## src/rtl/beat_tone_detector.sv

```systemverilog
`default_nettype none
// +--------------------------------------------------------------------------+
// | beat_tone_detector: locks onto C#/G# metronome beeps on tone_in, strobes  |
// | each beep onset and shows the beat number on a 7-segment display.        |
// | Optional: BEAT_INTERVAL_MEAS_EN adds an onset-to-onset interval counter. |
// | Revision: 1.0                                                            |
// +--------------------------------------------------------------------------+
module beat_tone_detector #(
    parameter int C_PERIOD = 97408,
    parameter int G_PERIOD = 65014,
    parameter int TOL      = 2048,
    parameter int CONFIRM  = 4,
    parameter int SILENCE  = 200000
) (
    input  logic        clk,
    input  logic        rst_n,
    input  logic        tone_in,
    output logic        beat_pulse,
    output logic        accent,
    output logic        locked,
    output logic [1:0]  tone_class,
    output logic        a,
    output logic        b,
    output logic        c,
    output logic        d,
    output logic        e,
    output logic        f,
    output logic        g,
    output logic [26:0] onset_interval
);

    typedef enum logic [1:0] {
        ST_IDLE = 2'd0,
        ST_ACQ  = 2'd1,
        ST_TONE = 2'd2
    } state_t;

    localparam logic [1:0]  c_cls_none = 2'b00;
    localparam logic [1:0]  c_cls_c    = 2'b01;
    localparam logic [1:0]  c_cls_g    = 2'b10;
    localparam int          c_cnt_w    = $clog2(CONFIRM + 1);
    localparam int          c_sil_w    = $clog2(SILENCE + 1);
    localparam logic [16:0] c_c_lo     = 17'(C_PERIOD - TOL);
    localparam logic [16:0] c_c_hi     = 17'(C_PERIOD + TOL);
    localparam logic [16:0] c_g_lo     = 17'(G_PERIOD - TOL);
    localparam logic [16:0] c_g_hi     = 17'(G_PERIOD + TOL);
    localparam logic [16:0] c_per_max  = '1;
    localparam logic [c_cnt_w-1:0] c_confirm = c_cnt_w'(CONFIRM);
    localparam logic [c_cnt_w-1:0] c_cnt_one = c_cnt_w'(1);
    localparam logic [c_sil_w-1:0] c_sil_max = c_sil_w'(SILENCE);
    localparam logic [c_sil_w-1:0] c_sil_lim = c_sil_w'(SILENCE - 1);
    localparam logic [c_sil_w-1:0] c_sil_one = c_sil_w'(1);

    logic [2:0]         sync_q, sync_d;
    logic [16:0]        period_q, period_d;
    logic [c_sil_w-1:0] sil_q, sil_d;
    state_t             state_q, state_d;
    logic [c_cnt_w-1:0] cnt_q, cnt_d;
    logic [1:0]         cls_q, cls_d;
    logic [1:0]         tone_class_q, tone_class_d;
    logic [3:0]         beat_num_q, beat_num_d;
    logic               beat_pulse_q, beat_pulse_d;
    logic               accent_q, accent_d;
    logic               w_rise;
    logic               w_timeout;
    logic [1:0]         w_meas;
    logic [6:0]         w_seg;

    // sync_q[1] is the synchronized sample; sync_q[2] is its one-cycle delay
    assign w_rise    = sync_q[1] & ~sync_q[2];
    assign w_timeout = ~w_rise && (sil_q >= c_sil_lim);

    always_comb begin
        sync_d   = {sync_q[1:0], tone_in};
        period_d = w_rise ? 17'd1 : ((period_q == c_per_max) ? period_q : period_q + 17'd1);
        sil_d    = w_rise ? c_sil_one : ((sil_q == c_sil_max) ? sil_q : sil_q + c_sil_one);
        if (period_q >= c_c_lo && period_q <= c_c_hi) begin
            w_meas = c_cls_c;
        end else if (period_q >= c_g_lo && period_q <= c_g_hi) begin
            w_meas = c_cls_g;
        end else begin
            w_meas = c_cls_none;
        end
    end

    always_comb begin
        state_d      = state_q;
        cnt_d        = cnt_q;
        cls_d        = cls_q;
        tone_class_d = tone_class_q;
        beat_num_d   = beat_num_q;
        beat_pulse_d = 1'b0;
        accent_d     = 1'b0;
        case (state_q)
            ST_IDLE: begin
                if (w_rise) begin
                    state_d = ST_ACQ;
                    cnt_d   = '0;
                    cls_d   = c_cls_none;
                end
            end
            ST_ACQ: begin
                if (w_rise) begin
                    if (w_meas == c_cls_none) begin
                        cnt_d = '0;
                        cls_d = c_cls_none;
                    end else if (w_meas == cls_q) begin
                        cnt_d = cnt_q + c_cnt_one;
                    end else begin
                        cnt_d = c_cnt_one;
                        cls_d = w_meas;
                    end
                    if (cnt_d == c_confirm) begin
                        state_d      = ST_TONE;
                        cnt_d        = '0;
                        beat_pulse_d = 1'b1;
                        accent_d     = (w_meas == c_cls_g);
                        tone_class_d = w_meas;
                        beat_num_d   = (beat_num_q >= 4'd8) ? 4'd1 : beat_num_q + 4'd1;
                    end
                end else if (w_timeout) begin
                    state_d = ST_IDLE;
                    cnt_d   = '0;
                end
            end
            ST_TONE: begin
                // cnt_q counts consecutive mismatching periods while locked
                if (w_rise) begin
                    if (w_meas != c_cls_none && w_meas == tone_class_q) begin
                        cnt_d = '0;
                    end else begin
                        cnt_d = cnt_q + c_cnt_one;
                    end
                    if (cnt_d == c_confirm) begin
                        state_d = ST_ACQ;
                        cnt_d   = '0;
                        cls_d   = c_cls_none;
                    end
                end else if (w_timeout) begin
                    state_d = ST_IDLE;
                    cnt_d   = '0;
                end
            end
            default: begin
                state_d = ST_IDLE;
                cnt_d   = '0;
            end
        endcase
    end

    always_ff @(posedge clk or negedge rst_n) begin
        if (!rst_n) begin
            sync_q       <= '0;
            period_q     <= '0;
            sil_q        <= '0;
            state_q      <= ST_IDLE;
            cnt_q        <= '0;
            cls_q        <= c_cls_none;
            tone_class_q <= c_cls_none;
            beat_num_q   <= '0;
            beat_pulse_q <= 1'b0;
            accent_q     <= 1'b0;
        end else begin
            sync_q       <= sync_d;
            period_q     <= period_d;
            sil_q        <= sil_d;
            state_q      <= state_d;
            cnt_q        <= cnt_d;
            cls_q        <= cls_d;
            tone_class_q <= tone_class_d;
            beat_num_q   <= beat_num_d;
            beat_pulse_q <= beat_pulse_d;
            accent_q     <= accent_d;
        end
    end

    always_comb begin
        case (beat_num_q)
            4'd0:    w_seg = 7'b1111110;
            4'd1:    w_seg = 7'b0110000;
            4'd2:    w_seg = 7'b1101101;
            4'd3:    w_seg = 7'b1111001;
            4'd4:    w_seg = 7'b0110011;
            4'd5:    w_seg = 7'b1011011;
            4'd6:    w_seg = 7'b1011111;
            4'd7:    w_seg = 7'b1110000;
            4'd8:    w_seg = 7'b1111111;
            default: w_seg = 7'b0000000;
        endcase
    end

    assign {a, b, c, d, e, f, g} = w_seg;
    assign beat_pulse = beat_pulse_q;
    assign accent     = accent_q;
    assign locked     = (state_q == ST_TONE);
    assign tone_class = tone_class_q;

`ifdef BEAT_INTERVAL_MEAS_EN
    logic [26:0] ival_cnt_q, ival_cnt_d;
    logic [26:0] ival_q, ival_d;
    logic        seen_q, seen_d;

    // the very first onset has no predecessor, so it reports 0
    always_comb begin
        ival_cnt_d = (ival_cnt_q == 27'h7FFFFFF) ? ival_cnt_q : ival_cnt_q + 27'd1;
        ival_d     = ival_q;
        seen_d     = seen_q;
        if (beat_pulse_d) begin
            ival_d     = seen_q ? ival_cnt_q : 27'd0;
            ival_cnt_d = 27'd1;
            seen_d     = 1'b1;
        end
    end

    always_ff @(posedge clk or negedge rst_n) begin
        if (!rst_n) begin
            ival_cnt_q <= '0;
            ival_q     <= '0;
            seen_q     <= 1'b0;
        end else begin
            ival_cnt_q <= ival_cnt_d;
            ival_q     <= ival_d;
            seen_q     <= seen_d;
        end
    end

    assign onset_interval = ival_q;
`else
    assign onset_interval = '0;
`endif

endmodule
`default_nettype wire
```

## config.mk

```make
export PLATFORM = sky130hd
export DESIGN_NAME = beat_tone_detector
export DESIGN_NICKNAME = d
export VERILOG_FILES = /design/src/rtl/beat_tone_detector.sv
export SDC_FILE = /design/constraint.sdc
export NUM_CORES = 1
export LEC_CHECK = 0
export ABC_AREA = 1
export CAP_MARGIN = 10
export CORE_UTILIZATION = 58
export CTS_BUF_LIST = sky130_fd_sc_hd__clkbuf_4
export DETAILED_ROUTE_END_ITERATION = 8
export HOLD_SLACK_MARGIN = 0.08
export PLACE_DENSITY = 0.89
export SYNTH_ARGS = -nofsm -noshare
export SYNTH_HDL_FRONTEND = slang
export SYNTH_SLANG_ARGS = --single-unit
```

## constraint.sdc

```tcl
create_clock -name clk -period 2.95 [get_ports clk]
set_clock_uncertainty 0.05 [all_clocks]
set_input_delay 0.4425 -clock clk [delete_from_list [all_inputs] [get_ports clk]]
set_output_delay 0.4425 -clock clk [all_outputs]
set_load 0.05 [all_outputs]
```

======== Word-level counts from Yosys, hierarchy flattened ========
Memory sizes are Yosys's and may differ from the RTL's.
Index checks and enable logic that the tools add are counted.
cells by class
  order comparisons ....................... 6
  equal/unequal tests ..................... 18
  reduce and logical (&&, ||, !) cells .... 11
  mux-type cells .......................... 41
  $add $sub $neg .......................... 4
  bitwise operators ....................... 3
operator list
  operator                 count
  $mux W3                  13
  $mux W18                 2
  $le A17 B17 Y1 const B   2
  $mux W17                 2
  $mux W2                  14
  $add A18 B1 Y18 const B  1
  $eq A18 B18 Y1 const B   1
  $ge A18 B18 Y1 const B   1
  $add A17 B1 Y17 const B  1
  $eq A17 B17 Y1 const B   1
  $ge A17 B16 Y1 const B   1
  $ge A17 B17 Y1 const B   1
  $pmux W2 S3              2
  $pmux W3 S3              1
  $ne A2 B2 Y1 const B     4
  $eq A3 B3 Y1 const B     2
  $mux W1                  6
  $ne A3 B3 Y1 const B     2
  $reduce_and A3 Y1        2
  $reduce_and A6 Y1        1
  $add A4 B1 Y4 const B    1
  $eq A2 B2 Y1             2
  $eq A2 B2 Y1 const B     2
  $ge A4 B4 Y1 const B     1
  11 further kinds         17
storage, ports and cells
  output and inout bits ................... 39
  register bits ........................... 53
  input port bits ......................... 3
  logic and storage cells ................. 94
  memories kept ........................... 1
  ROM bits ................................ 112
memories
  name             words  bits a word  read ports  clocked after Yosys merged registers in  write ports  RTL line  text
  (no name shown)  16     7            1           0                                        0            178       case (beat_num_q)

======== Depth between registers and ports, before layout ========
Gate-level depths: netlist (run 1).
  depth in word-level cells ............... 13
  depth in mapped cells ................... 19
  depth with buffers taken out ............ 19

======== Worst setup path before layout (run 1) ========
No wires, ideal clock.
  path kind ............................... register to output
  start point ............................. reg beat_num_q[0]
  end point ............................... out f
  data required time ...................... 2.457 ns
  path slack .............................. 0.475 ns
  data arrival time ....................... 1.983 ns
  cell stages (with the launch flop) ...... 4
  buffers on the path ..................... 0
  cell sequence ........................... dfrtp_1 -> ha_1 -> or2_2 -> o21ai_0
on the way
  longest elaborated chain between the ends .. 1
ends and longest elaborated chain
  what                      RTL line  text
  start: declaration        61        logic [3:0] beat_num_q, beat_num_d;
  start signal: assignment  171       beat_num_q <= beat_num_d;
  $mem_v2 Z16 W7            -
  end: declaration          27        output logic f,
Every way passes these cells.

======== Final worst setup path (run 1) ========
Ends and elaborated chain as after synthesis.

==> reports/metrics.yaml, run 1 <==
placed_design:
  number_of_cells_in_the_design_after_placement: 576
  dp_hpwl_um: 5310
  port_buffers: 14
  routabilityCongestion: 0.934
  place_ws_ns: 0.449
sta:
  max_freq_ghz: 0.355
  final.setup.tns_ns: 0
  tightest_slew_ns: 0.645
  final_max_slew_viol_count: 0
  slew_headroom_pct: 57.0
  final_period_minus_worst_setup_slack_ns: 2.82
  final_hold_viol_count: 0
  postLayoutSetupSlackWorst_ns: 0.135
  layout_worst_path_cycle_share_pct: 95.4
  report.final.setup_viol: 0
global_routing:
  grt_antenna_before_repair: 0
  global_route.usage.total_pct: 23.8
  grt_first_pass_wirelength_um: 12300
  vias_in_the_first_global_route: 2958
  grt_overflow: 0
  grt_max_degree: 54
synthesis:
  synth_seq_area_share_pct: 36.7
  synthMuxAreaShare_pct: 0
  ys_seq_elements: 53
  yosys-top-cells-area: "sky130_fd_sc_hd__dfrtp_1, sky130_fd_sc_hd__nand2_1, sky130_fd_sc_hd__inv_1, sky130_fd_sc_hd__ha_1, sky130_fd_sc_hd__buf_4"
  postSynth.asyncResetShare_pct: 100
  yosysTopAreaCellShare_pct: 36.7
  synthesis.yosys.warnings: 0
  synthesis.instances: 493
  synth.largest_area_cell: "sky130_fd_sc_hd__dfrtp_1"
  mapped_area_um2: 3610
  ys_dominant_reg_cell: "sky130_fd_sc_hd__dfrtp_1"
  synth.lib_cells_used.distinct: 43
  largest_family_of_logic_cells_by_synthesized_area: "simple AND/OR/NAND/NOR gates"
  synthSimpleGateAreaFrac_pct: 30.3
  yosys.area_share.xor_xnor_pct: 0.971
  number_of_enable_flip_flop_cells_after_synthesis: 0
  adder_cell_share_of_the_synthesized_area_pct: 5.89
  syn_avg_cell_area_um2: 7.32
  synth_compound_area_share_pct: 12.2
worst_setup_path:
  critical_path_required_ns: 2.46
  critical_path_peak_fanout: 5
  critPathLaunchType: "flop"
  timing.critical_path.to_type: "output port"
  worst-setup-path-type: "reg -> out"
  timing.critical_path.arrival_ns: 2.32
final_layout:
  drive_gt1_share_pct: 8.84
  insertedDiodeCount: 0
  layout.core_utilization_pct: 64.1
  area_growth_syn_to_layout_pct: 5.79
  layout_common_cells: "sky130_fd_sc_hd__nand2_1, sky130_fd_sc_hd__inv_1, sky130_fd_sc_hd__nor2_1"
  most_common_library_cell_in_the_layout_ignoring_fill_and_taps: "sky130_fd_sc_hd__nand2_1"
  final-instance-count-excl-fill: 584
  nets: 528
floorplanning:
  core_area_um2: 5960
  dieWidth_um: 80.9
  die-height_um: 80.9
  start_util_pct: 60.6
  floorplan.die_area_um2: 6540
  pin_count: 42
  placementRows: 28
power_and_ir_drop:
  leakagePower_nw: 1.90
  pwr_dens_nw_per_um2: 500
  peakVddDrop_mv: 0.308
clock_tree:
  htree_levels: 2
  postCtsSetupRepairBufs: 0
  cts-root-to-sink-buffers: 2
  root_buffer: "sky130_fd_sc_hd__clkbuf_4"
  clkLatencyLatePin_ns: 0.36
  numCtsBuffers: 5
  cts_tree: "yes"
  cts.hold.buffers_added: 0
  post_cts_gate_resize_count: 0
  cts_sinks: 53
  cts.clk_slew.worst_paths_ns: 0.15
status:
  outcome: "finished clean"
worst_hold_path:
  hold_path_class: "in -> async"
drt:
  number_of_search_and_repair_iterations_in_the_first_detailed_routing_pass: 4
  initialDrtViolationCount: 219
  via_per_inst: 5.36
  drtAntennaViolNets: 0
  postRouteWirelength_um: 7100
  post-route-drc-count: 0
  routed_wire_length_per_instance_um: 12.2
  detailroute.via_count: 3128
flow_run:
  drv_cap: 0
[critical path, stage by stage, from the launching register on]
cell and delay (ns):
sky130_fd_sc_hd__dfrtp_1 0.46, sky130_fd_sc_hd__ha_1 0.23, sky130_fd_sc_hd__or2_2 0.31, sky130_fd_sc_hd__o21ai_0 0.14
sky130_fd_sc_hd__clkdlybuf4s50_1 0.82
[worst paths after layout]
path | startpoint | to | slack (ns) | cells after the start
worst max register to register | period_q[0] | period_q[13] | 0.42 | 13
min in group clk | sync_q[0] | sync_q[1] | 0.32 | 0
worst max-delay path | beat_num_q[0] | f | 0.13 | 4
worst min-delay path | rst_n | sil_q[3] | 0.13 | 2
worst min register to register | sync_q[0] | sync_q[1] | 0.32 | 0
max in group asynchronous | rst_n | sil_q[8] | 2.31 | 2
[power by group]
group | leakage [nW] | switching, mW | total, mW | internal, mW
Sequential | 0.717 | 0.0695 | 0.868 | 0.799
Clock | 0.0459 | 0.229 | 0.419 | 0.190
Combinational | 1.14 | 0.439 | 0.621 | 0.182
[cell families after synthesis]
| family | count (synthesis) |
|---|---|
| simple gates | 236 |
| buf+inv | 105 |
| compound gates | 77 |
| flops | 53 |
| fa+ha+maj | 17 |
| xor+xnor | 4 |
| other cells | 1 |
[metrics by stage]
| step | instance area, µm² | hold slack [ns] | total power [mW] |
|---|---|---|---|
| 6_report | 3820 | 0.125 | 1.91 |
| 5_1_grt | 3820 | 0.152 | 2.04 |
| 4_1_cts | 3810 | 0.133 | 1.92 |
| 3_5_place_dp | 3720 | 0.297 | 1.50 |
| 3_3_place_gp | 3720 | 0.283 | 1.47 |
| 2_1_floorplan | 3710 | 0.0969 | 1.38 |
[flip-flops by register name (all words and copies together), names as in the netlist]
signal	flops
sync_q	3
sil_q	18
state_q	2
beat_num_q	4
cls_q	2
tone_class	2
beat_pulse	1
accent	1
period_q	17
cnt_q	3
[layout make-up]
cell class                      instances  area (µm²)
Fill cell                             522        2140
Inverter                               70         263
Multi-Input combinational cell        361        1880
Clock buffer                            6        45.0
Clock inverter                          2        38.8
Tap cell                               75        93.8
Sequential cell                        53        1330
Timing Repair Buffer                   17         170
[cells in the mapped netlist, types with 4 or more instances]
cell and number:
sky130_fd_sc_hd__a21oi_1 23, sky130_fd_sc_hd__clkbuf_1 7, sky130_fd_sc_hd__nand2_1 102, sky130_fd_sc_hd__o21ai_1 5
sky130_fd_sc_hd__inv_1 64, sky130_fd_sc_hd__dfrtp_1 53, sky130_fd_sc_hd__nand2_2 8, sky130_fd_sc_hd__nor3_1 13
sky130_fd_sc_hd__inv_2 5, sky130_fd_sc_hd__o21ai_0 31, sky130_fd_sc_hd__buf_4 28, sky130_fd_sc_hd__nor2_2 4
sky130_fd_sc_hd__o211ai_1 4, sky130_fd_sc_hd__ha_1 17, sky130_fd_sc_hd__nor2_1 54, sky130_fd_sc_hd__nand3_1 25
sky130_fd_sc_hd__nor4_1 5, sky130_fd_sc_hd__nand4_1 10
[metal layers]
| layer | track usage [%] | routed length (µm) | vias to the layer above |
|---|---|---|---|
| met5 | 0 | 0 | - |
| met4 | 7.32 | 80 | 0 |
| met1 | 28.4 | 3160 | 1470 |
| met3 | 5.39 | 315 | 11 |
| li1 | - | - | 1566 |
| met2 | 42.2 | 3550 | 81 |
Note: power is estimated with default switching activity, not from simulation.
==> run 2, diff against run 1 <==
--- a/config.mk
+++ b/config.mk
@@ -6,12 +6,13 @@
 export NUM_CORES = 1
 export LEC_CHECK = 0
 export ABC_AREA = 1
-export CAP_MARGIN = 10
-export CORE_UTILIZATION = 58
+export CAP_MARGIN = 20
+export CORE_UTILIZATION = 60
 export CTS_BUF_LIST = sky130_fd_sc_hd__clkbuf_4
 export DETAILED_ROUTE_END_ITERATION = 8
+export DONT_BUFFER_PORTS = 1
 export HOLD_SLACK_MARGIN = 0.08
-export PLACE_DENSITY = 0.89
+export PLACE_DENSITY = 0.83
 export SYNTH_ARGS = -nofsm -noshare
 export SYNTH_HDL_FRONTEND = slang
 export SYNTH_SLANG_ARGS = --single-unit
==> reports/metrics.yaml, run 2 (synthesis gave the netlist of run 1 again) <==
final_layout:
  layout_common_cells: "sky130_fd_sc_hd__nand2_1, sky130_fd_sc_hd__inv_1, sky130_fd_sc_hd__nor2_1"
  drive_gt1_share_pct: 9.76
  largest_reg_flops: 18
  nets: 521
  regArea_um2: 1330
  area_growth_syn_to_layout_pct: 3.19
  insertedDiodeCount: 0
  fill_cells: 486
  most_common_library_cell_in_the_layout_ignoring_fill_and_taps: "sky130_fd_sc_hd__nand2_1"
  finish.instance_area_um2: 3720
  max_flop_register: "sil_q"
  final-instance-count-excl-fill: 574
  total_area_of_multi_input_combinational_cells_um2: 1880
  largest_registers: "sil_q x18, period_q x17, beat_num_q x4"
clock_tree:
  htree_levels: 2
  numCtsBuffers: 5
  cts.clk_slew.worst_paths_ns: 0.15
  root_buffer: "sky130_fd_sc_hd__clkbuf_4"
  postCtsSetupRepairBufs: 0
  cts_sinks: 53
  cts_tree: "yes"
  cts-root-to-sink-buffers: 2
  clkLatencyLatePin_ns: 0.39
  post_cts_gate_resize_count: 0
floorplanning:
  floorplan.die_area_um2: 6330
  die-height_um: 79.6
  pin_count: 42
  placementRows: 27
  start_util_pct: 64.0
  core_area_um2: 5640
  dieWidth_um: 79.6
drt:
  number_of_search_and_repair_iterations_in_the_first_detailed_routing_pass: 5
  postRouteWirelength_um: 6920
  drtAntennaViolNets: 0
  routed_wire_length_per_instance_um: 12.1
  initialDrtViolationCount: 290
  post-route-drc-count: 0
  via_per_inst: 5.47
  detailroute.via_count: 3138
sta:
  final_max_slew_viol_count: 0
  final_hold_viol_count: 0
  max_freq_ghz: 0.388
  slew_headroom_pct: 56.2
  layout_worst_path_cycle_share_pct: 87.3
  final.setup.tns_ns: 0
  tightest_slew_ns: 0.658
  grt_setup_unrepaired: "no"
  final_period_minus_worst_setup_slack_ns: 2.57
  report.final.setup_viol: 0
worst_setup_path:
  timing.critical_path.to_type: "flop"
  timing.critical_path.arrival_ns: 2.83
  r2r-end: "period_q[15]"
  timing.critical_path.slowest_cell_delay_ns: 0.48
  startpoint: "period_q[0]"
  setup.reg_to_reg.worst_slack_ns: 0.38
  critical_path_peak_fanout: 11
  worst_r2r_path_cells: 13
  cpMostUsedCell: "sky130_fd_sc_hd__nor3_1"
  cp_slowest_cell: "sky130_fd_sc_hd__nor4_1"
  timing.rr.start: "period_q[0]"
  worst-setup-path-type: "reg -> reg"
  critPathLaunchType: "flop"
  crit_path_cell_trace: "ha_1 -> inv_1 -> nor3_1 -> nand3_1 -> inv_1 -> nand4_1 -> nor3_1 -> ha_1 -> nor4_1 -> nand3_1 -> nor3_1 -> o21ai_0 -> a21oi_1"
  critPathCapture: "period_q[15]"
  critical_path_required_ns: 3.20
global_routing:
  global_route.usage.total_pct: 23.9
  grt_max_degree: 54
  vias_in_the_first_global_route: 2926
  grt_antenna_before_repair: 0
  grt_first_pass_wirelength_um: 12200
  grt_overflow: 0
status:
  outcome: "finished clean"
placed_design:
  routabilityCongestion: 0.899
  placed_area_um2: 3610
  number_of_cells_in_the_design_after_placement: 563
  dp_hpwl_um: 5200
  port_buffers: 0
power_and_ir_drop:
  peakVddDrop_mv: 0.326
  leakagePower_nw: 1.85
  pwr_dens_nw_per_um2: 495
  total_power_mw: 1.84
worst_hold_path:
  hold_path_class: "reg -> reg"
  holdCritStartpoint: "sync_q[0]"
flow_run:
  drv_cap: 0
## run 2: cell count changes in the layout (fill, tap and decap cells not counted), moves of 2 or more
| cell | change |
|---|---|
| sky130_fd_sc_hd__clkdlybuf4s50_1 | -8 |
| sky130_fd_sc_hd__dlymetal6s2s_1 | -5 |
| sky130_fd_sc_hd__buf_4 | +4 |
| sky130_fd_sc_hd__clkinvlp_4 | +2 |
| sky130_fd_sc_hd__dlygate4sd3_1 | +2 |
## run 2: how the worst min path moves through the flow
stage	to	slack, ns	depth (start not counted)
6_report	sync_q[1]	0.33	0
5_1_grt	sync_q[1]	0.34	0
4_1_cts	sync_q[1]	0.33	0
3_5_place_dp	sil_q[2]	0.1	0
3_3_place_gp	sil_q[2]	0.1	0
2_1_floorplan	accent	0.1	0
## run 2: report_power, final
group / total [mW] / leakage, nW / internal, mW / switching, mW
sequential: 0.872 / 0.717 / 0.799 / 0.0730
clock: 0.347 / 0.0293 / 0.0988 / 0.248
combinational: 0.626 / 1.11 / 0.181 / 0.445
## run 2: what timing repair did
item	4_1_cts	5_1_grt
hold endpoints to repair	54	0
hold buffers	3	0
setup endpoints to repair	0	0
## run 2: worst max-delay path, delay by kind of cell, from the launching register on
family,cells,cell delay (ns)
and+or+nand+nor,7,1.15
adders and majority gates,2,0.51
DFF,1,0.42
AOI/OAI and AO/OA,2,0.23
buffers and inverters,2,0.14
## run 2: stage by stage
step	utilization (%)	hold slack, ns	setup WS, ns
6_report	66.0	0.326	0.375
5_1_grt	66.0	0.342	0.100
4_1_cts	66.0	0.330	0.434
3_5_place_dp	64.0	0.0991	0.467
3_3_place_gp	64.0	0.0990	0.562
2_1_floorplan	-	0.0969	0.475
## run 2: cell type report
class / instances / share of cell area, %
Clock buffer: 5 / 1.01
Clock inverter: 3 / 0.705
Tap cell: 72 / 2.42
Timing Repair Buffer: 10 / 2.69
Inverter: 70 / 7.05
Sequential cell: 53 / 35.6
Multi-Input combinational cell: 361 / 50.5
## run 2: per-layer routing
metal / vias to the layer above / share of wire (%) / track usage [%] / wire length, µm
met5: - / 0 / 0 / 0
met4: 0 / 0.91 / 7.45 / 63
met3: 11 / 4.0 / 3.31 / 279
met2: 93 / 48 / 42.0 / 3310
met1: 1475 / 47 / 30.1 / 3270
li1: 1559 / - / - / -
==> edit 1, RTL diff (config.mk and constraints of run 2) <==
Build with the macro `BEAT_INTERVAL_MEAS_EN` defined.
--- a/src/rtl/beat_tone_detector.sv
+++ b/src/rtl/beat_tone_detector.sv
@@ -5,6 +5,8 @@
 // | Optional: BEAT_INTERVAL_MEAS_EN adds an onset-to-onset interval counter. |
 // | Revision: 1.0                                                            |
 // +--------------------------------------------------------------------------+
+`define BEAT_INTERVAL_MEAS_EN
+
 module beat_tone_detector #(
     parameter int C_PERIOD = 97408,
     parameter int G_PERIOD = 65014,
Function: same outputs for any inputs over 10 cycles, from zero or initial values and one cycle with rst_n low; that may be too few to reach the edited logic, so the function may still have changed.
==> edit 1 against run 2 <==
Final area increased by 68%; wire length increased by 79%; power increased by 61%; synthesized area increased by 62%; maximum frequency decreased by 7.2%; worst setup slack got worse by 0.20 ns; core utilization increased by 0.75 points; largest cell class unchanged; largest power group unchanged; sequential cell count increased by 55.
==> edit 1: results (changes against run 2) <==
- Comb power frac: 0.179 (-0.160)
- Synth unique cells: 39 (-9.3%)
- Pre-CTS setup slack: 0.2348 ns (-0.2318 ns)
- Reg clk slew, reported paths: 0.18 ns (+0.03 ns)
- Starting DRT DRC Count: 310 (+6.9%)
- R2r worst-path depth: 16 (+3)
- Placed Cells: 893 (+59%)
- Wire length on met1: 5.706 mm (+74%)
- TritonCTS buffer count: 9 (+4)
- Slowest cell on crit path: dfrtp_1
- Most common library cells after synthesis: 197 x nand2_1, 108 x dfrtp_1, 94 x nor2_1
- GPL Wtd Cong: 0.8854 (-1.5%)
- Final std cells w/o fill: 916 (+60%)
- Met2 WL post-DR: 5.849 mm (+77%)
- CP max stage delay: 0.45 ns (-0.03 ns)
- Worst reg-to-reg setup slack: 0.18 ns (-0.20 ns)
- Clk pwr: 0.000809 W (+130%)
- Sw frac: 0.3240 (-0.09134)
- Post-place instance area: 0.005998 mm2 (+66%)
- VDD IR max: 0.3204 mV (-1.6%)
- Status: finished, final reports clean
- # H-tree levels: 3 (+1)
- Worst slew pin tran: 0.9025 ns (+0.2449 ns)
- Met3 global-route usage: 0.04022 (+0.007079)
- Clock latency on the worst-skew pair: 0.47 ns (+0.08 ns)
- Met1 Track Usage GR: 0.3487 (+0.04733)
- Routed WL per cell: 13.53 um (+12%)
- GRT Resource Usage Total: 0.2545 (+0.01560)
- Synth top area cells: dfrtp_1 46%, nand2_1 13%, nor2_1 6.0%
- Crit Path Max Fanout: 7 (-4)
-- edit 1: cell count changes after synthesis, moves of 5 or more --
cell | before | now
a21oi_1 | 23 | 36
buf_4 | 28 | 3
dfrtp_1 | 53 | 108
inv_1 | 64 | 93
nand2_1 | 102 | 197
nand3_1 | 25 | 70
nor2_1 | 54 | 94
nor3_1 | 13 | 25
or2_2 | 1 | 6
xnor2_1 | 2 | 7
xor2_1 | 2 | 8
-- edit 1: how the worst min path moves through the flow --
stage	end	slack, ns
3_3_place_gp	cnt_q[0]	0.1
2_1_floorplan	accent	0.1
6_report	sync_q[1]	0.32
3_5_place_dp	cnt_q[0]	0.10
4_1_cts	sync_q[1]	0.33
5_1_grt	sync_q[1]	0.34
-- edit 1: cell type report --
cell class              count  area (um2)
fillers                   771        3114
multi-input cells         548        2715
flip-flops and latches    108        2703
clock buffers               9       67.56
repair buffers             16       145.1
well taps                 129       161.4
inverters                  99       374.1
clock inverters             7       91.34
==> edit 2, RTL diff (settings of run 2) <==
Without the edit above. The 3 states of `state_t` get a one-hot encoding in 3 bits.
--- a/src/rtl/beat_tone_detector.sv
+++ b/src/rtl/beat_tone_detector.sv
@@ -29,10 +29,10 @@
     output logic [26:0] onset_interval
 );
 
-    typedef enum logic [1:0] {
-        ST_IDLE = 2'd0,
-        ST_ACQ  = 2'd1,
-        ST_TONE = 2'd2
+    typedef enum logic [2:0] {
+        ST_IDLE = 3'b001,
+        ST_ACQ  = 3'b010,
+        ST_TONE = 3'b100
     } state_t;
 
     localparam logic [1:0]  c_cls_none = 2'b00;
Check against the original RTL: no difference found for any inputs over 10 cycles, from zero or initial values and one cycle with rst_n low; not proved beyond that.
==> edit 2 against run 2 <==
Worst setup slack worse by 0.069 ns; via count down 4.9%; sequential power grew 3.1%; critical path depth is the same; wire length shrank 0.55%; power down 2.2%; clock power is 22% higher; hold slack lost 0.0082 ns; synthesized area down 2.3%; non-clock buffer count grew 2; final area shrank 0.57%; combinational power is 23% lower; sequential cell count is 1 higher; count of clock-buffer cells in the layout is 1 higher; largest power group unchanged.
==> edit 2: results (changes against run 2) <==
- Starting DRT DRC Count: 218 (-25%)
- Synth unique cells: 40 (-7.0%)
- Placed Cells: 555 (-1.4%)
- CP startpoint: period_q[1]
- Slew HR: 0.5452 (-0.01635)
- Detailed Route WL: 6.883 mm (-0.55%)
- Leak pwr: 1.811 nW (-2.3%)
- Post-place instance area: 0.003571 mm2 (-1.2%)
- CP max stage delay: 0.44 ns (-0.04 ns)
- GPL Wtd Cong: 0.9128 (+1.5%)
- Syn_area_per_cell: 7.366 um2 (+0.60%)
- Vias in the first global route: 2873 (-1.8%)
- Worst reg-to-reg setup slack: 0.31 ns (-0.07 ns)
- Status: finished, final reports clean
- Routed WL per cell: 12.16 um (+0.86%)
- Final HPWL DP: 5.180 mm (-0.32%)
- Crit Path Max Fanout: 7 (-4)
- Tcrit/Tclk final: 0.8962 (+0.02345)
- Arr. time, crit path: 2.86 ns (+0.03 ns)
- Internal power: 0.001164 W (+7.9%)
- Synth top area cells: dfrtp_1 38%, nand2_1 11%, inv_1 6.3%
- Most common library cells after synthesis: 99 x nand2_1, 59 x inv_1, 55 x nor2_1
- Fill count: 470 (-3.3%)
- Post-synthesis adder-cell area fraction: 0.04610 (-0.01283)
- Pre-CTS setup slack: 0.2790 ns (-0.1877 ns)
-- edit 2: changes by cell type after synthesis, moves of 3 or more --
cell	change
o21ai_0	-12
nand3_1	+8
inv_1	-5
ha_1	-4
a21oi_1	+3
clkbuf_1	-3
nand2_1	-3
or2_2	+3
-- edit 2: stage by stage --
step | utilization | hold slack (ns)
3_3_place_gp | 0.6406 | 0.09900
6_report | 0.6644 | 0.3180
3_5_place_dp | 0.6406 | 0.09829
2_1_floorplan | - | 0.09691
4_1_cts | 0.6640 | 0.3221
5_1_grt | 0.6644 | 0.3395
-- edit 2: kinds of logic after synthesis --
kind of cell    Yosys count
simple gates            242
buf+inv                  98
compound gates           66
flops                    54
fa+ha+maj                13
xor+xnor                  5
other cells               1
-- edit 2: routing by layer --
metal / wire length [um] / GRT usage / up-vias
li1: - / - / 1522
met4: 93 / 0.08148 / 0
met2: 3393 / 0.4217 / 77
met1: 3083 / 0.3037 / 1378
met5: 0 / 0 / -
met3: 312 / 0.05930 / 8
-- edit 2: power by group through the flow --
stage	registers [W]	clock network (W)	logic (W)
2_1_floorplan	0.000893	0	0.000402
3_3_place_gp	0.000907	0	0.000435
3_5_place_dp	0.000911	0	0.000454
4_1_cts	0.000897	0.000441	0.000477
5_1_grt	0.000912	0.000459	0.000540
6_report	0.000899	0.000425	0.000480
-- edit 2: cell type report --
class	instances	area, um2	area share
multi-input combinational	353	1812	0.4892
sequential	54	1353	0.3652
inverter	67	251.5	0.06791
timing repair buffer	12	115.1	0.03108
tap	72	90.09	0.02432
clock buffer	6	45.04	0.01216
clock inverter	2	37.54	0.01014
-- edit 2: what timing repair did --
item	CTS	global route
endpoints found under the setup margin	0	1
hold buffers	3	0
endpoints found under the hold margin	55	0
resized for setup	0	1
